[src/rtl/seq_match_pkg.sv]
// Shared constants and helpers for the seq_match_engine temporal-pattern monitor.
package seq_match_pkg;

  localparam int DE_MIN_DEF = 2;
  localparam int DE_MAX_DEF = 5;
  localparam int CNT_W_DEF  = 8;
  localparam int HIST_MAX   = 16;

  // Increment v unless it already holds the largest value representable in w bits.
  function automatic logic [31:0] sat_inc(input logic [31:0] v, input int w);
    logic [31:0] max_v;
    max_v = (w >= 32) ? 32'hFFFF_FFFF : ((32'd1 << w) - 32'd1);
    return (v >= max_v) ? v : v + 32'd1;
  endfunction

endpackage

[src/rtl/seq_window_tracker.sv]
// d-to-e window tracker: d history plus pending-attempt vector, with combinational
// hit and timeout outputs for the sample currently on d/e.
module seq_window_tracker
  import seq_match_pkg::*;
#(
  parameter int DE_MIN = DE_MIN_DEF,
  parameter int DE_MAX = DE_MAX_DEF
) (
  input  logic clk,
  input  logic rst,
  input  logic d,
  input  logic e,
  output logic win_hit,
  output logic win_timeout
);

  if (DE_MIN < 1 || DE_MIN > DE_MAX || DE_MAX > HIST_MAX) begin : g_param_check
    $error("seq_window_tracker: illegal DE_MIN/DE_MAX combination");
  end

  // Bit k holds the state of the d sampled k cycles ago.
  logic [DE_MAX:1] dh_q, dh_d;
  logic [DE_MAX:1] pd_q, pd_d;

  always_comb begin
    // NOTE: every combinational output gets a default first so no path can infer a latch.
    win_hit = 1'b0;
    for (int k = DE_MIN; k <= DE_MAX; k++) begin
      win_hit = win_hit | (e & dh_q[k]);
    end
    win_timeout = pd_q[DE_MAX] & ~e;

    dh_d    = '0;
    pd_d    = '0;
    dh_d[1] = d;
    pd_d[1] = d;
    // e retires only attempts already inside the window; a same-cycle d starts fresh.
    for (int k = 2; k <= DE_MAX; k++) begin
      dh_d[k] = dh_q[k-1];
      pd_d[k] = pd_q[k-1] & ~(e & ((k - 1) >= DE_MIN));
    end
  end

  // NOTE: the history is reset too, so attempts in flight at reset can never hit or time out.
  always_ff @(posedge clk or posedge rst) begin
    if (rst) begin
      dh_q <= '0;
      pd_q <= '0;
    end else begin
      // NOTE: sequential state uses non-blocking assignments so every register samples pre-edge values.
      dh_q <= dh_d;
      pd_q <= pd_d;
    end
  end

endmodule

[src/rtl/seq_match_engine.sv]
// Monitors the abc and de temporal patterns, producing registered pulses and
// saturating hit counters.
module seq_match_engine
  import seq_match_pkg::*;
#(
  parameter int DE_MIN = DE_MIN_DEF,
  parameter int DE_MAX = DE_MAX_DEF,
  parameter int CNT_W  = CNT_W_DEF
) (
  input  logic             clk,
  input  logic             rst,
  input  logic             a,
  input  logic             b,
  input  logic             c,
  input  logic             d,
  input  logic             e,
  input  logic             clr,
  output logic             abc_hit,
  output logic             de_hit,
  output logic             de_timeout,
  output logic [CNT_W-1:0] abc_cnt,
  output logic [CNT_W-1:0] de_cnt
);

  if (CNT_W < 1 || CNT_W > 32) begin : g_param_check
    $error("seq_match_engine: CNT_W must be in 1..32");
  end

  logic             s1_q, s2_q;
  logic             abc_hit_q, de_hit_q, de_timeout_q;
  logic [CNT_W-1:0] abc_cnt_q, abc_cnt_d, de_cnt_q, de_cnt_d;
  logic             abc_match, win_hit, win_timeout;

  seq_window_tracker #(
    .DE_MIN (DE_MIN),
    .DE_MAX (DE_MAX)
  ) u_tracker (
    .clk         (clk),
    .rst         (rst),
    .d           (d),
    .e           (e),
    .win_hit     (win_hit),
    .win_timeout (win_timeout)
  );

  assign abc_match = s2_q & c;

  // Counters advance on the same edge that raises the pulse; clr has priority.
  always_comb begin
    abc_cnt_d = abc_cnt_q;
    de_cnt_d  = de_cnt_q;
    if (clr) begin
      abc_cnt_d = '0;
      de_cnt_d  = '0;
    end else begin
      if (abc_match) abc_cnt_d = CNT_W'(sat_inc(32'(abc_cnt_q), CNT_W));
      if (win_hit)   de_cnt_d  = CNT_W'(sat_inc(32'(de_cnt_q), CNT_W));
    end
  end

  always_ff @(posedge clk or posedge rst) begin
    if (rst) begin
      s1_q         <= 1'b0;
      s2_q         <= 1'b0;
      abc_hit_q    <= 1'b0;
      de_hit_q     <= 1'b0;
      de_timeout_q <= 1'b0;
      abc_cnt_q    <= '0;
      de_cnt_q     <= '0;
    end else begin
      s1_q         <= a;
      s2_q         <= s1_q & b;
      abc_hit_q    <= abc_match;
      de_hit_q     <= win_hit;
      de_timeout_q <= win_timeout;
      abc_cnt_q    <= abc_cnt_d;
      de_cnt_q     <= de_cnt_d;
    end
  end

  assign abc_hit    = abc_hit_q;
  assign de_hit     = de_hit_q;
  assign de_timeout = de_timeout_q;
  assign abc_cnt    = abc_cnt_q;
  assign de_cnt     = de_cnt_q;

endmodule
[config.mk]
export PLATFORM = sky130hd
export DESIGN_NAME = seq_match_engine
export DESIGN_NICKNAME = d
export VERILOG_FILES = /design/src/rtl/seq_match_pkg.sv /design/src/rtl/seq_window_tracker.sv /design/src/rtl/seq_match_engine.sv
export SDC_FILE = /design/constraint.sdc
export NUM_CORES = 1
export LEC_CHECK = 0
export BUFFER_PORTS_ARGS = -buffer_cell sky130_fd_sc_hd__buf_2
export CAP_MARGIN = 20
export CORE_MARGIN = 1.5
export CORE_UTILIZATION = 52
export CTS_CLUSTER_DIAMETER = 40
export DETAILED_ROUTE_END_ITERATION = 16
export PLACE_DENSITY = 0.86
export SLEW_MARGIN = 0
export SYNTH_ARGS = -nofsm -noshare
export SYNTH_HDL_FRONTEND = slang
export SYNTH_SLANG_ARGS = --single-unit
[constraint.sdc]
create_clock -name clk -period 2 [get_ports clk]
set_clock_uncertainty 0.15 [all_clocks]
set_input_delay 0.1 -clock clk [delete_from_list [all_inputs] [get_ports clk]]
set_output_delay 0.1 -clock clk [all_outputs]
set_load 0.005 [all_outputs]
# Word-level counts from Yosys, hierarchy flattened
# Index checks and enable logic that the tools add are counted.
classes:
  n_bitwise: 14
  mux: 6
  addsub: 2
  n_lt_le_gt_ge: 2
  reduce_logical: 4
  n_eq_ne: 2
op_table:
  columns: ["op", "n"]
  rows:
  - ["8-bit two-way mux", 6]
  - ["8-bit by 1-bit adder with 8-bit output, second input constant", 2]
  - ["8-bit >= comparator, second input constant", 2]
  - ["1-bit bitwise AND", 10]
  - ["2-bit != test, second input constant", 2]
  - ["2-bit AND reduction", 2]
  - ["2-bit nonzero test", 2]
  - ["1-bit OR", 3]
  - ["1-bit inverter", 1]
totals:
  out_inout_bits: 19
  wordCells: 39
  reg_bits: 31

# Depth between registers and ports, before layout
logic_depth:
  depth_word: 6
  depth_mapped: 5
  mapped_depth_nobuf: 5

# Cells and area by module
# Synthesis repeated with hierarchy kept, for this count alone.
hier_totals:
  cells_unflattened: 107
  area_unflattened_um2: 1233.7
modules_own_cells:
  columns: ["mod", "seq_area_each_um2", "cells_each", "instances", "area_per_inst_um2"]
  rows:
  - ["seq_match_engine", 525.5, 93, 1, 993.5]
  - ["seq_window_tracker", 200.2, 14, 1, 240.2]

# Least setup slack after synthesis
# OpenSTA, ideal clock, no wires.
synth_timing:
  kind: "register to register"
  from: "register u_tracker.pd_q[2] (netlist name)"
  to: "register de_cnt_q[1], in the netlist de_cnt[1]"
  required_time_ps: 1718
  period_less_slack_ps: 1527
  setup_slack_ps: 473
  t_arrival_ps: 1246
  path_stages_with_launch: 6
  n_path_buf: 0
  cell_sequence: "dfrtp_1 -> o41ai_4 -> inv_2 -> o21ai_2 -> mux2i_1 -> nor2_1"
synth_rtl:
  columns: ["item", "line_no", "rtl"]
  rows:
  - ["end signal: assignment", "seq_match_engine.sv:77", "de_cnt_q <= de_cnt_d;"]
  - ["end: declaration", "seq_match_engine.sv:31", "logic [CNT_W-1:0] abc_cnt_q, abc_cnt_d, de_cnt_q, de_cnt_d;"]

# Final worst setup path
layout_timing:
  from: "register de_cnt_q[0], in the netlist de_cnt[0]"
  to: "register de_cnt_q[5], in the netlist de_cnt[5]"
layout_between:
  elab_chain_len: 4
layout_rtl:
  columns: ["item", "line_no", "rtl"]
  rows:
  - ["8-bit by 1-bit adder with 8-bit output", "seq_match_pkg.sv:13", "return (v >= max_v) ? v : v + 32'd1;"]
  - ["8-bit two-way mux", "seq_match_pkg.sv:13", null]
  - ["8-bit two-way mux", "seq_match_engine.sv:57", "if (win_hit) de_cnt_d = CNT_W'(sat_inc(32'(de_cnt_q), CNT_W));"]
  - ["8-bit two-way mux", "seq_match_engine.sv:52", "if (clr) begin"]
# Parallel ways exist; a longest one is shown, timed or not. The select of a mux whose other input is x is not followed.
# A chain may end at the register's enable or synchronous reset.

==> qor.csv <==
metric,value,unit
outcome,"finished, final reports clean",
syn_to_final_growth,22.94,%
period_minus_slack,1677,ps
crit_required,2060,ps
place_congestion,0.7583,
fmax,596.4,MHz
syn-mean-instance-area,11.52,sq um
clk_latency,330,ps
r2r_start,de_cnt[0]$_DFFE_PP0P_,
via_per_inst,5.394,
groute.usage.overall,22.29,%
antenna_cells,0,
drt_iter0_markers,18,
synth_top_family_by_area,simple AND/OR/NAND/NOR gates,
dr.pass1.iters,4,
synthArstFlopShare,100.0,%
placed_area,1404,sq um
grt_overflow,0,
top_layer,met4,
numCtsBuffers,5,
syn-cell-area,1244,sq um
die_x,51.91,um
reg2reg_depth,5,
hold_viol_final,0,
yosys.area_share.simple,19.22,%
syn_nets,118,
cts-hold-fix-buffers,7,
fin_area,1529,sq um
cpMaxStageDelayCell,dfrtp_1,
rsz0062_at_grt,false,
die_h,51.91,um
synthAdderAreaFrac,2.012,%
critPathBufInv,0,
post_cts_buffers,0,
antenna_found_initial,0,
vias,944,
final_nets,156,
io-pin-count,27,
wirelength,2397,um
fillers,181,
ant_nets,0,
cts_tree,yes,
worst-path-max-fanout,6,
core,2233,sq um
r2r_setup_slack,320,ps
grt_pass1_vias,976,
multiInputGateArea,490.5,sq um
hold_path_end,u_tracker.pd_q[2]$_DFF_PP0_,
wl_met1,1023,um
wl_met3,123,um
grt_pass1_wl,4202,um
cts.path.max_buffers,2,
tightest_slew,390.5,ps
synth_xor_area_share,2.817,%
start_util,55.69,%
htree_levels,2,
min_period_over_period,83.83,%
powerDensity,674.9,nW/um^2
synth_edf_count,0,
regArea,725.7,sq um
cp_cell_sequence,"ha_1, nand3_1, o2111ai_1, xor2_1, nor2_1",
arrival,1740,ps
yosysUniqueCellTypes,33,
critPathMaxStageDelay,430,ps
worstSetupStartpointType,register,
wl_met2,1202,um
grt_max_degree,30,
ys_ff_latch,29,
cts_resized,0,
clk_pin_slew,100,ps
ys_warn_count,0,
hold_path_class,register to register,
root_buffer,clkbuf_4,
syn_inst,108,
dp_hpwl,1593,um
drc,0,
min_from,u_tracker.pd_q[1]$_DFF_PP0_,
rows,17,
wl_per_cell,13.70,um
p_leak,0.7679,nW
dieArea,2694,sq um
fin_tns_setup,0,ps
critPathKind,register to register,
synth_seq_area_share,58.35,%
setup_viol,0,
vdd_ir_drop_max,475.5,uV
cts_sinks,29,
path_delay_family,flip-flops,
end_kind,register,
slew_violations,0,
max-cap-violations,0,
maxSlewHeadroom,73.69,%
r2r_end,de_cnt[5]$_DFFE_PP0P_,
synth_mux_area_share,4.930,%
drive_gt1_share,27.21,%
io_buffers,26,
synth_ff_type,dfrtp_1,
hold_path_depth,0,
synth_compound_area_share,10.46,%
-- cells in the final DEF, fill, tap and decap left out, drive strengths merged, types with 3 or more instances in the layout --
master	n
dfrtp	29
buf	27
nor2	12
dlygate4sd3	7
nor2b	6
nand3	5
nand4	5
mux2i	5
clkbuf	5
a21oi	4
nor3	4
and3	4
inv	4
nand2	3
xor2	3
-- cell usage after synthesis, drive strengths merged, types with 2 or more instances --
library cell | count | area share, %
ha | 2 | 2.0
nand2 | 3 | 0.91
nor2 | 12 | 3.6
dfrtp | 29 | 58
mux2i | 5 | 4.0
inv | 4 | 1.2
nor3 | 4 | 1.6
o21ai | 2 | 1.1
nor2b | 6 | 3.0
nand4 | 5 | 2.5
nand3 | 5 | 2.0
and4 | 2 | 1.4
a21oi | 4 | 1.6
and3 | 4 | 2.0
a31oi | 2 | 1.0
clkbuf | 2 | 0.60
xor2 | 3 | 2.1
-- sequential cells by signal, indices dropped and copies added, names as in the netlist --
| signal | cells |
|---|---|
| de_timeout | 1 |
| de_cnt | 8 |
| abc_hit | 1 |
| s1_q | 1 |
| u_tracker.dh_q | 3 |
| s2_q | 1 |
| abc_cnt | 8 |
| u_tracker.pd_q | 5 |
| de_hit | 1 |
-- report_power, final --
group	switching, mW	leakage [nW]	total (mW)	internal (mW)
clock	0.211	0.0310	0.344	0.132
combinational	0.0377	0.353	0.0715	0.0338
sequential	0.0134	0.384	0.617	0.603
-- worst max path at each step --
stage	from	to	slack, ps	cells past startpoint
after floorplan	u_tracker.pd_q[2]$_DFF_PP0_	de_cnt[1]$_DFFE_PP0P_	470	5
after global placement	de_cnt[0]$_DFFE_PP0P_	de_cnt[5]$_DFFE_PP0P_	400	5
after detailed placement	abc_cnt[0]$_DFFE_PP0P_	abc_cnt[1]$_DFFE_PP0P_	340	5
after CTS	abc_cnt[0]$_DFFE_PP0P_	abc_cnt[1]$_DFFE_PP0P_	330	5
after global routing	abc_cnt[0]$_DFFE_PP0P_	abc_cnt[1]$_DFFE_PP0P_	190	5
final	de_cnt[0]$_DFFE_PP0P_	de_cnt[5]$_DFFE_PP0P_	320	5
-- final cells by class --
class	count	area share, %
clock inverters	3	1.146
repair buffers	34	13.58
clock buffers	5	2.455
flip-flops and latches	29	47.46
inverters	4	0.9820
well taps	28	2.291
multi-input cells	72	32.08
-- cells by family after synthesis --
family          count (synthesis)
compound gates                 15
xor+xnor                        4
fa+ha+maj                       2
buf+inv                         7
flops                          29
mux                             6
simple gates                   45
-- metal layers --
metal / up-vias / GRT usage, %
li1: 466 / -
met1: 447 / 24.67
met2: 26 / 37.97
met3: 5 / 6.034
met4: 0 / 13.16
met5: - / 0
-- through the flow --
step                power [mW]  worst slack, ps  utilization, %  hold slack, ps  cells
floorplan               0.6636            472.5               -          -18.57    108
global placement        0.6876            403.4           62.86           27.09    160
detailed placement      0.6916            339.6           62.86           37.80    160
CTS                      1.046            326.9           68.46           208.2    175
global route             1.080            185.9           68.46           211.6    175
finish                   1.032            323.3           68.46           202.6    175
No activity file was read; power rests on OpenSTA's default activity.
